## config.mk

```make
export PLATFORM = sky130hd
export DESIGN_NAME = fir_stim_gen
export DESIGN_NICKNAME = d
export VERILOG_FILES = /design/src/rtl/fir_stim_pkg.sv /design/src/rtl/fir_stim_lfsr.sv /design/src/rtl/fir_stim_gen.sv
export SDC_FILE = /design/constraint.sdc
export NUM_CORES = 1
export LEC_CHECK = 0
export ABC_AREA = 1
export CAP_MARGIN = 10
export CORE_ASPECT_RATIO = 0.7
export CORE_UTILIZATION = 45
export DETAILED_ROUTE_END_ITERATION = 16
export PLACE_DENSITY_LB_ADDON = 0.25
export SYNTH_ARGS = -nofsm -noshare
export SYNTH_HDL_FRONTEND = slang
export SYNTH_HIERARCHICAL = 1
export SYNTH_SLANG_ARGS = --single-unit
```

## constraint.sdc

```tcl
create_clock -name clk -period 7.7 [get_ports clk]
set_input_delay 1.54 -clock clk [delete_from_list [all_inputs] [get_ports clk]]
set_output_delay 1.54 -clock clk [all_outputs]
set_load 0.02 [all_outputs]
```

## src/rtl/fir_stim_pkg.sv

```systemverilog
// Shared definitions for the FIR stimulus generator:
// mode and FSM encodings, LFSR taps and the LFSR step rule.
package fir_stim_pkg;

    localparam int WIDTH_DEF = 24;
    localparam logic [23:0] LFSR_TAPS = 24'hE10000;

    typedef enum logic [1:0] {
        MODE_IMPULSE = 2'd0,
        MODE_STEP    = 2'd1,
        MODE_RAMP    = 2'd2,
        MODE_LFSR    = 2'd3
    } mode_t;

    typedef enum logic {
        S_IDLE = 1'b0,
        S_RUN  = 1'b1
    } state_t;

    // Galois form, taps 24/23/22/17
    function automatic logic [23:0] lfsr_step(input logic [23:0] s);
        return s[0] ? ((s >> 1) ^ LFSR_TAPS) : (s >> 1);
    endfunction

endpackage

```

## src/rtl/fir_stim_lfsr.sv

```systemverilog
// 24-bit Galois LFSR with synchronous seed load and
// per-strobe advance; cleared asynchronously by reset.
module fir_stim_lfsr
    import fir_stim_pkg::*;
(
    input  logic        clk,
    input  logic        rst,
    input  logic        load,
    input  logic [23:0] seed,
    input  logic        advance,
    output logic [23:0] state
);

    always_ff @(posedge clk or posedge rst) begin
        if (rst) begin
            state <= '0;
        end else if (load) begin
            state <= seed;
        end else if (advance) begin
            state <= lfsr_step(state);
        end
    end

endmodule

```

## src/rtl/fir_stim_gen.sv

```systemverilog
// Sample source for the FIR test socket: impulse, step,
// ramp and LFSR noise at one strobe every DIV cycles.
module fir_stim_gen
    import fir_stim_pkg::*;
#(
    parameter int          WIDTH     = WIDTH_DEF,
    parameter int          DIV       = 64,
    parameter logic [23:0] LFSR_SEED = 24'hACE123
)(
    input  logic             clk,
    input  logic             rst,
    input  logic             start,
    input  logic             stop,
    input  logic [1:0]       mode,
    input  logic [15:0]      length,
    input  logic [WIDTH-1:0] amplitude,
    output logic [WIDTH-1:0] input_sig,
    output logic             ready,
    output logic             busy,
    output logic             done,
    output logic [15:0]      sample_cnt
);

    localparam int DW = $clog2(DIV);
    localparam logic [DW-1:0] DIV_LAST = DW'(DIV - 1);

    state_t           state;
    state_t           state_nxt;
    logic [DW-1:0]    div_cnt;
    mode_t            mode_q;
    logic [15:0]      len_q;
    logic [WIDTH-1:0] amp_q;
    logic [WIDTH-1:0] acc;
    logic             end_req;
    logic [23:0]      lfsr_state;
    logic [WIDTH-1:0] lfsr_w;
    logic [WIDTH-1:0] sample;
    logic             accept;
    logic             strobe;
    logic             last;

    assign accept = (state == S_IDLE) && start;
    assign strobe = (state == S_RUN) && !end_req
                    && (div_cnt == DIV_LAST);
    assign last   = strobe && (len_q != 16'd0)
                    && (sample_cnt + 16'd1 == len_q);
    assign busy   = (state == S_RUN);

    fir_stim_lfsr u_lfsr (
        .clk     (clk),
        .rst     (rst),
        .load    (accept),
        .seed    (LFSR_SEED),
        .advance (strobe),
        .state   (lfsr_state)
    );

    generate
        if (WIDTH > 24) begin : g_ext
            assign lfsr_w = {{(WIDTH-24){lfsr_state[23]}}, lfsr_state};
        end else if (WIDTH == 24) begin : g_eq
            assign lfsr_w = lfsr_state;
        end else begin : g_trunc
            assign lfsr_w = lfsr_state[WIDTH-1:0];
        end
    endgenerate

    always_comb begin
        sample = '0;
        unique case (mode_q)
            MODE_IMPULSE: sample = (sample_cnt == 16'd0) ? amp_q : '0;
            MODE_STEP:    sample = amp_q;
            MODE_RAMP:    sample = acc;
            MODE_LFSR:    sample = lfsr_w;
        endcase
    end

    always_ff @(posedge clk or posedge rst) begin
        if (rst) begin
            state <= S_IDLE;
        end else begin
            state <= state_nxt;
        end
    end

    always_comb begin
        state_nxt = state;
        unique case (state)
            S_IDLE: if (start) state_nxt = S_RUN;
            S_RUN:  if (end_req) state_nxt = S_IDLE;
        endcase
    end

    // end_req defers the end sequence by one edge so the last
    // strobe (or a strobe coinciding with stop) is still issued
    always_ff @(posedge clk or posedge rst) begin
        if (rst) begin
            div_cnt    <= '0;
            mode_q     <= MODE_IMPULSE;
            len_q      <= '0;
            amp_q      <= '0;
            acc        <= '0;
            end_req    <= 1'b0;
            input_sig  <= '0;
            ready      <= 1'b0;
            done       <= 1'b0;
            sample_cnt <= '0;
        end else begin
            ready <= 1'b0;
            done  <= 1'b0;
            if (accept) begin
                div_cnt    <= '0;
                sample_cnt <= '0;
                mode_q     <= mode_t'(mode);
                len_q      <= length;
                amp_q      <= amplitude;
                acc        <= '0;
                end_req    <= 1'b0;
            end else if (state == S_RUN) begin
                if (end_req) begin
                    done      <= 1'b1;
                    input_sig <= '0;
                    end_req   <= 1'b0;
                end else begin
                    div_cnt <= strobe ? '0 : div_cnt + DW'(1);
                    if (strobe) begin
                        ready      <= 1'b1;
                        input_sig  <= sample;
                        sample_cnt <= sample_cnt + 16'd1;
                        acc        <= acc + amp_q;
                    end
                    if (last || stop) begin
                        end_req <= 1'b1;
                    end
                end
            end
        end
    end

endmodule

```

==> results of run 1 <==
==> worst paths after layout <==
check                                         end  slack [ns]  cells after the start
setup / recovery               acc[2]$_DFFE_PP0P_        4.33                      9
hold / removal                 acc[0]$_DFFE_PP0P_        0.51                      2
setup reg to reg               acc[2]$_DFFE_PP0P_        4.33                      9
hold reg to reg                acc[0]$_DFFE_PP0P_        0.51                      2
max in group asynchronous  div_cnt[1]$_DFFE_PP0P_        4.83                      3
min in group asynchronous   mode_q[1]$_DFFE_PP0P_        1.70                      2
==> state kept, by name (all words and copies together) (netlist names) <==
register	count
u_lfsr/state	24
div_cnt	6
input_sig	24
len_q	16
ready	1
acc	24
mode_q	2
sample_cnt	16
done	1
amp_q	24
end_req	1
busy	1
==> through the flow <==
| step | instances | util |
|---|---|---|
| final | 1498 | 0.560 |
| after global routing | 1498 | 0.560 |
| after CTS | 1498 | 0.560 |
| after detailed placement | 1466 | 0.524 |
| after global placement | 1466 | 0.524 |
| after floorplan | 1178 | - |
==> critical path: cells and delay by family (launching register included) <==
| kind | cells | cell delay (ns) |
|---|---|---|
| AOI/OAI and AO/OA | 1 | 0.28 |
| and+or+nand+nor | 4 | 1.11 |
| adders and majority gates | 1 | 0.23 |
| buffers and inverters | 3 | 1.26 |
| DFF | 1 | 0.36 |
==> cells in the mapped netlist (all sizes together) <==
cell    number
o21ai      112
nand2      369
o211ai      22
nand3b       2
buf         20
or2          1
conb         2
a21o         4
dfrtp      140
a32o         3
nand4       22
inv        113
o21a         2
xor2         4
clkbuf      23
fa           1
nand3      162
ha          26
nor4         3
xnor2        2
a21oi       41
a22oi        1
o22ai        6
nor3         4
nor2        71
==> placed cells by master (no fill, tap or decap), types with 2 or more instances in the layout <==
master and count:
nand2_4 2, clkbuf_1 2, nor3_1 4, nand2_2 2, bufinv_16 4, nand4_1 22
o211ai_1 22, ha_1 26, dfrtp_1 140, o22ai_1 6, conb_1 24, clkbuf_8 4
clkinv_4 3, xnor2_1 2, nor2_4 8, o21ai_0 104, clkbuf_16 17, inv_1 106
inv_2 5, nand3_1 161, o21ai_1 7, clkinv_2 2, nor4_1 3, nor2_1 60
a21o_1 4, nand2_1 365, clkdlybuf4s50_1 88, xor2_1 4, nor2_2 3, o21a_1 2
a21oi_1 41, buf_4 7, a32o_1 3
==> power breakdown <==
group / internal (mW) / total [mW] / switching [mW]
combinational: 0.307 / 0.926 / 0.619
sequential: 0.921 / 1.12 / 0.195
clock: 0.578 / 0.903 / 0.325
==> metal layers <==
metal | global-route usage | routed length, um | share of wire
met1 | 0.435 | 12400 | 0.51
met2 | 0.371 | 9810 | 0.40
met3 | 0.0537 | 2130 | 0.086
met4 | 0.0606 | 215 | 0.0088
met5 | 0 | 0 | 0
==> cell type report <==
| type | instances | area, um^2 |
|---|---|---|
| multi-input combinational | 882 | 4310 |
| inverter | 113 | 428 |
| clock inverter | 9 | 159 |
| sequential | 140 | 3500 |
| tap | 236 | 295 |
| fill | 1697 | 7940 |
| timing repair buffer | 95 | 933 |
| clock buffer | 23 | 488 |
==> cells by family after synthesis <==
logic type / Yosys count / share of synthesized area
flip-flops: 140 / 0.420
XOR/XNOR: 6 / 0.00630
adder cells (fa/ha/maj): 27 / 0.0414
AND/OR/NAND/NOR: 634 / 0.331
buffers and inverters: 156 / 0.0739
AO/OA/AOI/OAI: 191 / 0.126
other: 2 / 0.000900
==> run_results.csv, run 1 <==
group,metric,value,unit
status,outcome,"finished clean",
floorplan,ios,89,
drt,avgViaCountPerCell,5.48,
critical_path,worst_setup_path_start_kind,"register",
grt,grt_pass1_vias,7403,
critical_path,crit_top_cell,"inv_2",
cts,cts_resized,0,
grt,grt_pass1_wl,39.7,mm
power,irDropWorstVdd,0.000189,V
final_layout,area_delta_synth_final,21.2,%
sta,finalSetupViolCount,0,
cts,holdBufCountCts,0,
logic_synthesis,synth.yosys.seq_area_share,0.420,
placed_design,hpwl,17.1,mm
logic_synthesis,synth-seq-cells,140,
placed_design,dp_slack,3.98,ns
logic_synthesis,synthCells,1156,
sta,fmax,0.297,GHz
sta,rsz0062_at_grt,"false",
logic_synthesis,synth_top_area_share,0.420,
critical_path,crit_type,"register to register",
drt,drc,0,
critical_path,slowest_stage,"buf_4",
sta,setup_slack,4.33,ns
logic_synthesis,synth.cell_area,8340,um^2
final_layout,nets,1322,
grt,grt_antenna_before_repair,0,
placed_design,gp_congestion,0.953,
critical_path,arrival,3.68,ns
drt,drt_wl_total,24.6,mm
sta,skew,0.0103,ns
logic_synthesis,synthTopCellsByArea,"dfrtp_1 (42%), nand2_1 (16%), nand3_1 (9.7%), o21ai_0 (6.2%), inv_1 (4.8%)",
cts,clock_latency,0.43,ns
cts,postCtsSetupBuffers,0,
final_layout,drive_gt1_frac,0.0499,
logic_synthesis,yosysWarnings,6,
cts,cts_root_buffer,"clkbuf_16",
sta,slew_viol_final,0,
placed_design,port-buffer-count,88,
drt,drt_iter0_markers,907,
final_layout,final_cell_area,10100,um^2
final_layout,antennaDiodeCount,0,
grt,grt_max_degree,79,
drt,antenna_left,0,
critical_path,critPathCaptureType,"register",
sta,setup_tns,0,ns
power,p_leak,4.92,nW
critical_path,critPathLaunch,"div_cnt[1]$_DFFE_PP0P_",
critical_path,crit_path_max_fanout,45,
sta,hold_viol,0,
critical_path,critPathMaxStageDelay,0.55,ns
drt,drtPass1Iterations,8,
grt,grt-ovfl-total,0,
cts,path_clk_slew,0.06,ns
min_path,hp-start,"acc[0]$_DFFE_PP0P_",
floorplan,chipHeight,116,um
logic_synthesis,ys_types,37,
floorplan,die-area,19100,um^2
floorplan,die_w,165,um
floorplan,start_util,0.462,
cts,cts_num_sinks,140,
floorplan,num_rows,41,
critical_path,reg2reg_from,"div_cnt[1]$_DFFE_PP0P_",
drt,via_count,8215,
run,cap_violations,0,
cts,cts_max_level,4,
grt,grt_use_total,0.272,
floorplan,core_area,18100,um^2
logic_synthesis,synth_top_area_cell,"dfrtp_1",
logic_synthesis,synth_area_per_cell,7.22,um^2
power,fin_total_pwr,2.95,mW
min_path,hold_path.class,"register to register",
critical_path,path_cells,"ha_1 -> nand4_1 -> nand3b_4 -> nor2_4 -> buf_4 -> inv_2 -> nand2_4 -> inv_2 -> a32o_1",
sta,holdWs,0.507,ns
cts,clockBufferDepth,2,
drt,routedWlPerCell,16.4,um
cts,cts_tree,"built",
sta,worstMarginPinSlew,1.11,ns
cts,cts_buffers,17,
power,p_per_area,291,nW/um^2
sta,fin_crit_sh,0.437,
placed_design,placed_area,9470,um^2
sta,max_slew_margin,0.260,
sta,layout_min_cycle_time,3.37,ns
critical_path,cp.required,8.02,ns
Power figures use the tool's default switching activity.
==> run 2, diff against run 1 <==
- clock period: 7.7 -> 2.7 ns (I/O delays scaled with it)
==> run_results.csv, run 2 (synthesis results as in run 1) <==
group,metric,value,unit
min_path,hp-start,"input_sig[12]$_DFFE_PP0P_",
sta,fin_crit_sh,0.870,
grt,grt_use_total,0.274,
critical_path,crit_path_max_fanout,4,
placed_design,dp_slack,0.383,ns
grt,grt_pass1_vias,7468,
critical_path,crit_type,"register to register",
critical_path,cp.required,3.00,ns
sta,max_slew_margin,0.626,
drt,drtPass1Iterations,6,
placed_design,port-buffer-count,88,
floorplan,ios,89,
sta,hold_viol,0,
placed_design,place_inst,1481,
cts,cts_buffers,17,
cts,clock_latency,0.42,ns
grt,grt-ovfl-total,0,
sta,fmax,0.426,GHz
critical_path,critPathCaptureType,"register",
sta,slew_viol_final,0,
cts,postCtsSetupBuffers,0,
sta,worstMarginPinSlew,0.559,ns
sta,rsz0062_at_grt,"false",
final_layout,area_delta_synth_final,22.7,%
final_layout,drive_gt1_frac,0.0604,
drt,routedWlPerCell,16.6,um
run,cap_violations,0,
cts,holdBufCountCts,0,
floorplan,die_w,165,um
floorplan,core_area,18100,um^2
floorplan,num_rows,41,
final_layout,final_cell_mix,"nand2_1 (365), nand3_1 (161), dfrtp_1 (140)",
critical_path,ff2ff_setup_slack,0.35,ns
critical_path,reg2reg_from,"acc[0]$_DFFE_PP0P_",
drt,via_count,8281,
grt,grt_antenna_before_repair,1,
critical_path,worst_setup_path_start_kind,"register",
floorplan,chipHeight,116,um
cts,cts_resized,0,
critical_path,worstSetupEndpoint,"acc[16]$_DFFE_PP0P_",
sta,layout_min_cycle_time,2.35,ns
cts,cts_max_level,4,
critical_path,r2r_end,"acc[16]$_DFFE_PP0P_",
cts,cts_root_buffer,"clkbuf_16",
drt,drt_wl_total,25.1,mm
critical_path,ff2ff_path_depth,11,
min_path,hold_path.class,"register to register",
sta,setup_slack,0.352,ns
sta,holdWs,0.506,ns
placed_design,gp_congestion,0.927,
grt,grt_max_degree,67,
final_layout,nets,1337,
final_layout,final_common_cell,"nand2_1",
drt,drt_iter0_markers,783,
final_layout,utilization,0.567,
critical_path,critPathLaunch,"acc[0]$_DFFE_PP0P_",
drt,antenna_left,0,
power,p_leak,4.99,nW
floorplan,start_util,0.462,
power,p_per_area,814,nW/um^2
placed_design,hpwl,17.9,mm
power,irDropWorstVdd,0.000519,V
cts,cts_tree,"built",
cts,path_clk_slew,0.06,ns
drt,drc,0,
final_layout,antennaDiodeCount,0,
status,outcome,"finished clean",
cts,clockBufferDepth,2,
sta,setup_tns,0,ns
grt,grt_pass1_wl,39.7,mm
sta,skew,0.00764,ns
drt,avgViaCountPerCell,5.48,
floorplan,die-area,19100,um^2
critical_path,arrival,2.65,ns
sta,finalSetupViolCount,0,
final_layout,fin_cells,1511,
cts,cts_num_sinks,140,
==> run 2: changes by cell type in the layout (fill, tap and decap cells not counted), moves of 2 or more <==
| cell | before | now |
|---|---|---|
| buf_12 | 0 | 5 |
| buf_4 | 7 | 17 |
| clkinv_2 | 2 | 5 |
| clkbuf_1 | 2 | 0 |
| clkbuf_8 | 4 | 2 |
==> run 2: power by group <==
group / internal, mW / switching [mW]
Clock: 1.49 / 0.928
Combinational: 0.944 / 1.80
Sequential: 2.63 / 0.540
==> run 2: stage by stage <==
| step | instance area (um^2) | total power [mW] |
|---|---|---|
| 6_report | 10200 | 8.33 |
| 5_1_grt | 10200 | 8.85 |
| 4_1_cts | 10200 | 8.29 |
| 3_5_place_dp | 9640 | 5.85 |
| 3_3_place_gp | 9640 | 5.80 |
| 2_1_floorplan | 8430 | 4.95 |
==> run 2: routing by layer <==
metal / vias to the layer above / wire length (um) / track usage
li1: 4021 / - / -
met1: 3836 / 12500 / 0.444
met2: 396 / 9800 / 0.356
met3: 26 / 2470 / 0.0580
met4: 2 / 269 / 0.0703
met5: - / 12 / 0
==> run 2: area by class of cell <==
class                   count  area [um^2]
multi-input cells         882         4310
well taps                 236          295
inverters                 113          429
fillers                  1716         7820
clock buffers              19          453
repair buffers            110         1110
flip-flops and latches    140         3500
clock inverters            11          144
==> run 2: how the worst min path moves through the flow <==
stage | cells past startpoint | slack [ns] | endpoint
2_1_floorplan | 2 | 0.47 | acc[0]$_DFFE_PP0P_
3_3_place_gp | 2 | 0.48 | acc[0]$_DFFE_PP0P_
3_5_place_dp | 2 | 0.49 | acc[0]$_DFFE_PP0P_
4_1_cts | 2 | 0.51 | acc[0]$_DFFE_PP0P_
5_1_grt | 2 | 0.53 | input_sig[13]$_DFFE_PP0P_
6_report | 2 | 0.51 | input_sig[12]$_DFFE_PP0P_
==> run 2: critical path: stages, from the launching register on <==
cell     delay (ns)
dfrtp_1        0.37
ha_1           0.17
inv_1          0.06
fa_1           0.40
inv_1          0.09
nand2_1        0.07
o21ai_1        0.32
a21oi_1        0.18
o21ai_1        0.23
nand2_1        0.10
a21oi_1        0.13
o21ai_0        0.09
==> run 3, diff against run 2 <==
- CAP_MARGIN: 10 -> 20
- CORE_MARGIN: unset -> 8
==> run_results.csv, run 3 (synthesis results as in run 1) <==
group,metric,value,unit
critical_path,critPathCaptureType,"register",
cts,cts_max_level,4,
critical_path,crit_path_max_fanout,4,
min_path,hold_path.class,"register to register",
critical_path,path_cells,"ha_1 -> inv_1 -> fa_1 -> inv_1 -> nand2_1 -> o21ai_1 -> nand2_1 -> nand2_1 -> nand2_1 -> nand2_1 -> nand2_1 -> nand2_1 -> nand2_1 -> nand2_1 -> o21ai_1",
final_layout,final_cell_area,10100,um^2
final_layout,area_delta_synth_final,21.7,%
grt,grt_antenna_before_repair,0,
critical_path,crit_type,"register to register",
cts,postCtsSetupBuffers,0,
sta,worstMarginPinSlew,0.655,ns
final_layout,antennaDiodeCount,0,
sta,fmax,0.437,GHz
sta,max_slew_margin,0.563,
floorplan,num_rows,41,
drt,drc,0,
final_layout,drive_gt1_frac,0.0619,
drt,routedWlPerCell,16.9,um
cts,cts_tree,"built",
sta,finalSetupViolCount,0,
grt,grt_use_total,0.226,
drt,avgViaCountPerCell,5.43,
grt,grt-ovfl-total,0,
floorplan,ios,89,
placed_design,dp_slack,0.435,ns
power,power.internal,4.71,mW
cts,clockBufferDepth,2,
run,cap_violations,0,
drt,drtPass1Iterations,7,
power,power.switching,3.25,mW
sta,setup_tns,0,ns
power,switching_share,0.408,
cts,path_clk_slew,0.06,ns
floorplan,start_util,0.461,
sta,hold_viol,0,
power,p_leak,4.95,nW
drt,drt_iter0_markers,830,
grt,grt_max_degree,68,
grt,grt_pass1_wl,41.1,mm
placed_design,placed_area,9640,um^2
placed_design,gp_congestion,0.968,
sta,setup_slack,0.411,ns
drt,drt_wl_total,25.6,mm
critical_path,crit_top_cell,"nand2_1",
cts,clock_latency,0.43,ns
final_layout,final_cell_mix,"nand2_1 (365), nand3_1 (161), dfrtp_1 (140)",
floorplan,die-area,23200,um^2
drt,via_count,8210,
sta,fin_crit_sh,0.848,
critical_path,critPathMaxStageDelay,0.38,ns
cts,cts_root_buffer,"clkbuf_16",
power,p_clk_frac,0.261,
floorplan,die_w,179,um
critical_path,worst_setup_path_start_kind,"register",
sta,rsz0062_at_grt,"false",
placed_design,hpwl,18.6,mm
final_layout,final_common_cell,"nand2_1",
status,outcome,"finished clean",
critical_path,crit_family,"simple AND/OR/NAND/NOR gates",
critical_path,path_buf_inv,2,
cts,cts_buffers,17,
cts,holdBufCountCts,0,
floorplan,core_area,18100,um^2
placed_design,port-buffer-count,88,
sta,skew,0.00701,ns
sta,layout_min_cycle_time,2.29,ns
cts,cts_resized,0,
sta,slew_viol_final,0,
final_layout,nets,1339,
power,p_per_area,784,nW/um^2
drt,antenna_left,0,
floorplan,chipHeight,130,um
critical_path,arrival,2.60,ns
power,irDropWorstVdd,0.000603,V
grt,grt_pass1_vias,7759,
placed_design,place_inst,1483,
final_layout,fin_cells,1513,
critical_path,cp.required,3.01,ns
power,combPwrFrac,0.341,
critical_path,slowest_stage,"fa_1",
cts,cts_num_sinks,140,
final_layout,utilization,0.560,
power,seqPwrFrac,0.398,
-- run 3: cell types whose count changed in the layout (fill, tap and decap cells not counted) --
cell and change:
clkinv_2 +4, clkinv_4 -1, buf_4 +3, buf_12 -1, clkinvlp_4 +2, bufinv_16 -3
clkbuf_8 -2
-- run 3: routing by layer --
| metal | GRT usage | vias up | share of wire |
|---|---|---|---|
| met4 | 0.0582 | 0 | 0.0098 |
| li1 | - | 4023 | - |
| met1 | 0.350 | 3830 | 0.50 |
| met5 | 0 | - | 0 |
| met3 | 0.0531 | 25 | 0.090 |
| met2 | 0.306 | 332 | 0.40 |
-- run 3: tightest hold or removal path: stages, from the launching register on --
cell	delay, ns
dfrtp_1	0.34
nand3_1	0.07
nand2_1	0.07
-- run 3: area by class of cell --
cell class / count / area, um^2
Sequential cell: 140 / 3500
Multi-Input combinational cell: 882 / 4310
Clock inverter: 13 / 80.1
Timing Repair Buffer: 112 / 1110
Tap cell: 236 / 295
Inverter: 113 / 429
Fill cell: 1726 / 7960
Clock buffer: 17 / 425
-- run 3: power by group through the flow --
stage                     Combinational [mW]  Clock, mW  Sequential, mW
after floorplan                         1.97          0            2.98
after global placement                  2.61          0            3.18
after detailed placement                2.65          0            3.18
after CTS                               2.68       2.09            3.15
after global routing                    3.08       2.18            3.24
final                                   2.71       2.08            3.17
-- run 3: metrics by stage --
step | hold WS, ns | total power, mW
4_1_cts | 0.508 | 7.92
2_1_floorplan | 0.468 | 4.95
3_3_place_gp | 0.484 | 5.79
3_5_place_dp | 0.493 | 5.83
5_1_grt | 0.534 | 8.50
6_report | 0.506 | 7.96
-- run 3: path summary, 6_finish.rpt --
| kind | from | end | slack [ns] | cells past startpoint |
|---|---|---|---|---|
| worst min-delay path | input_sig[12]$_DFFE_PP0P_ | input_sig[12]$_DFFE_PP0P_ | 0.51 | 2 |
| worst min register to register | input_sig[12]$_DFFE_PP0P_ | input_sig[12]$_DFFE_PP0P_ | 0.51 | 2 |
| max in group asynchronous | rst | sample_cnt[15]$_DFFE_PP0P_ | 1.51 | 3 |
| worst max register to register | acc[0]$_DFFE_PP0P_ | acc[14]$_DFFE_PP0P_ | 0.41 | 15 |
| worst max-delay path | acc[0]$_DFFE_PP0P_ | acc[14]$_DFFE_PP0P_ | 0.41 | 15 |
| min in group asynchronous | rst | u_lfsr/state[23]$_DFFE_PP0P_ | 0.54 | 3 |
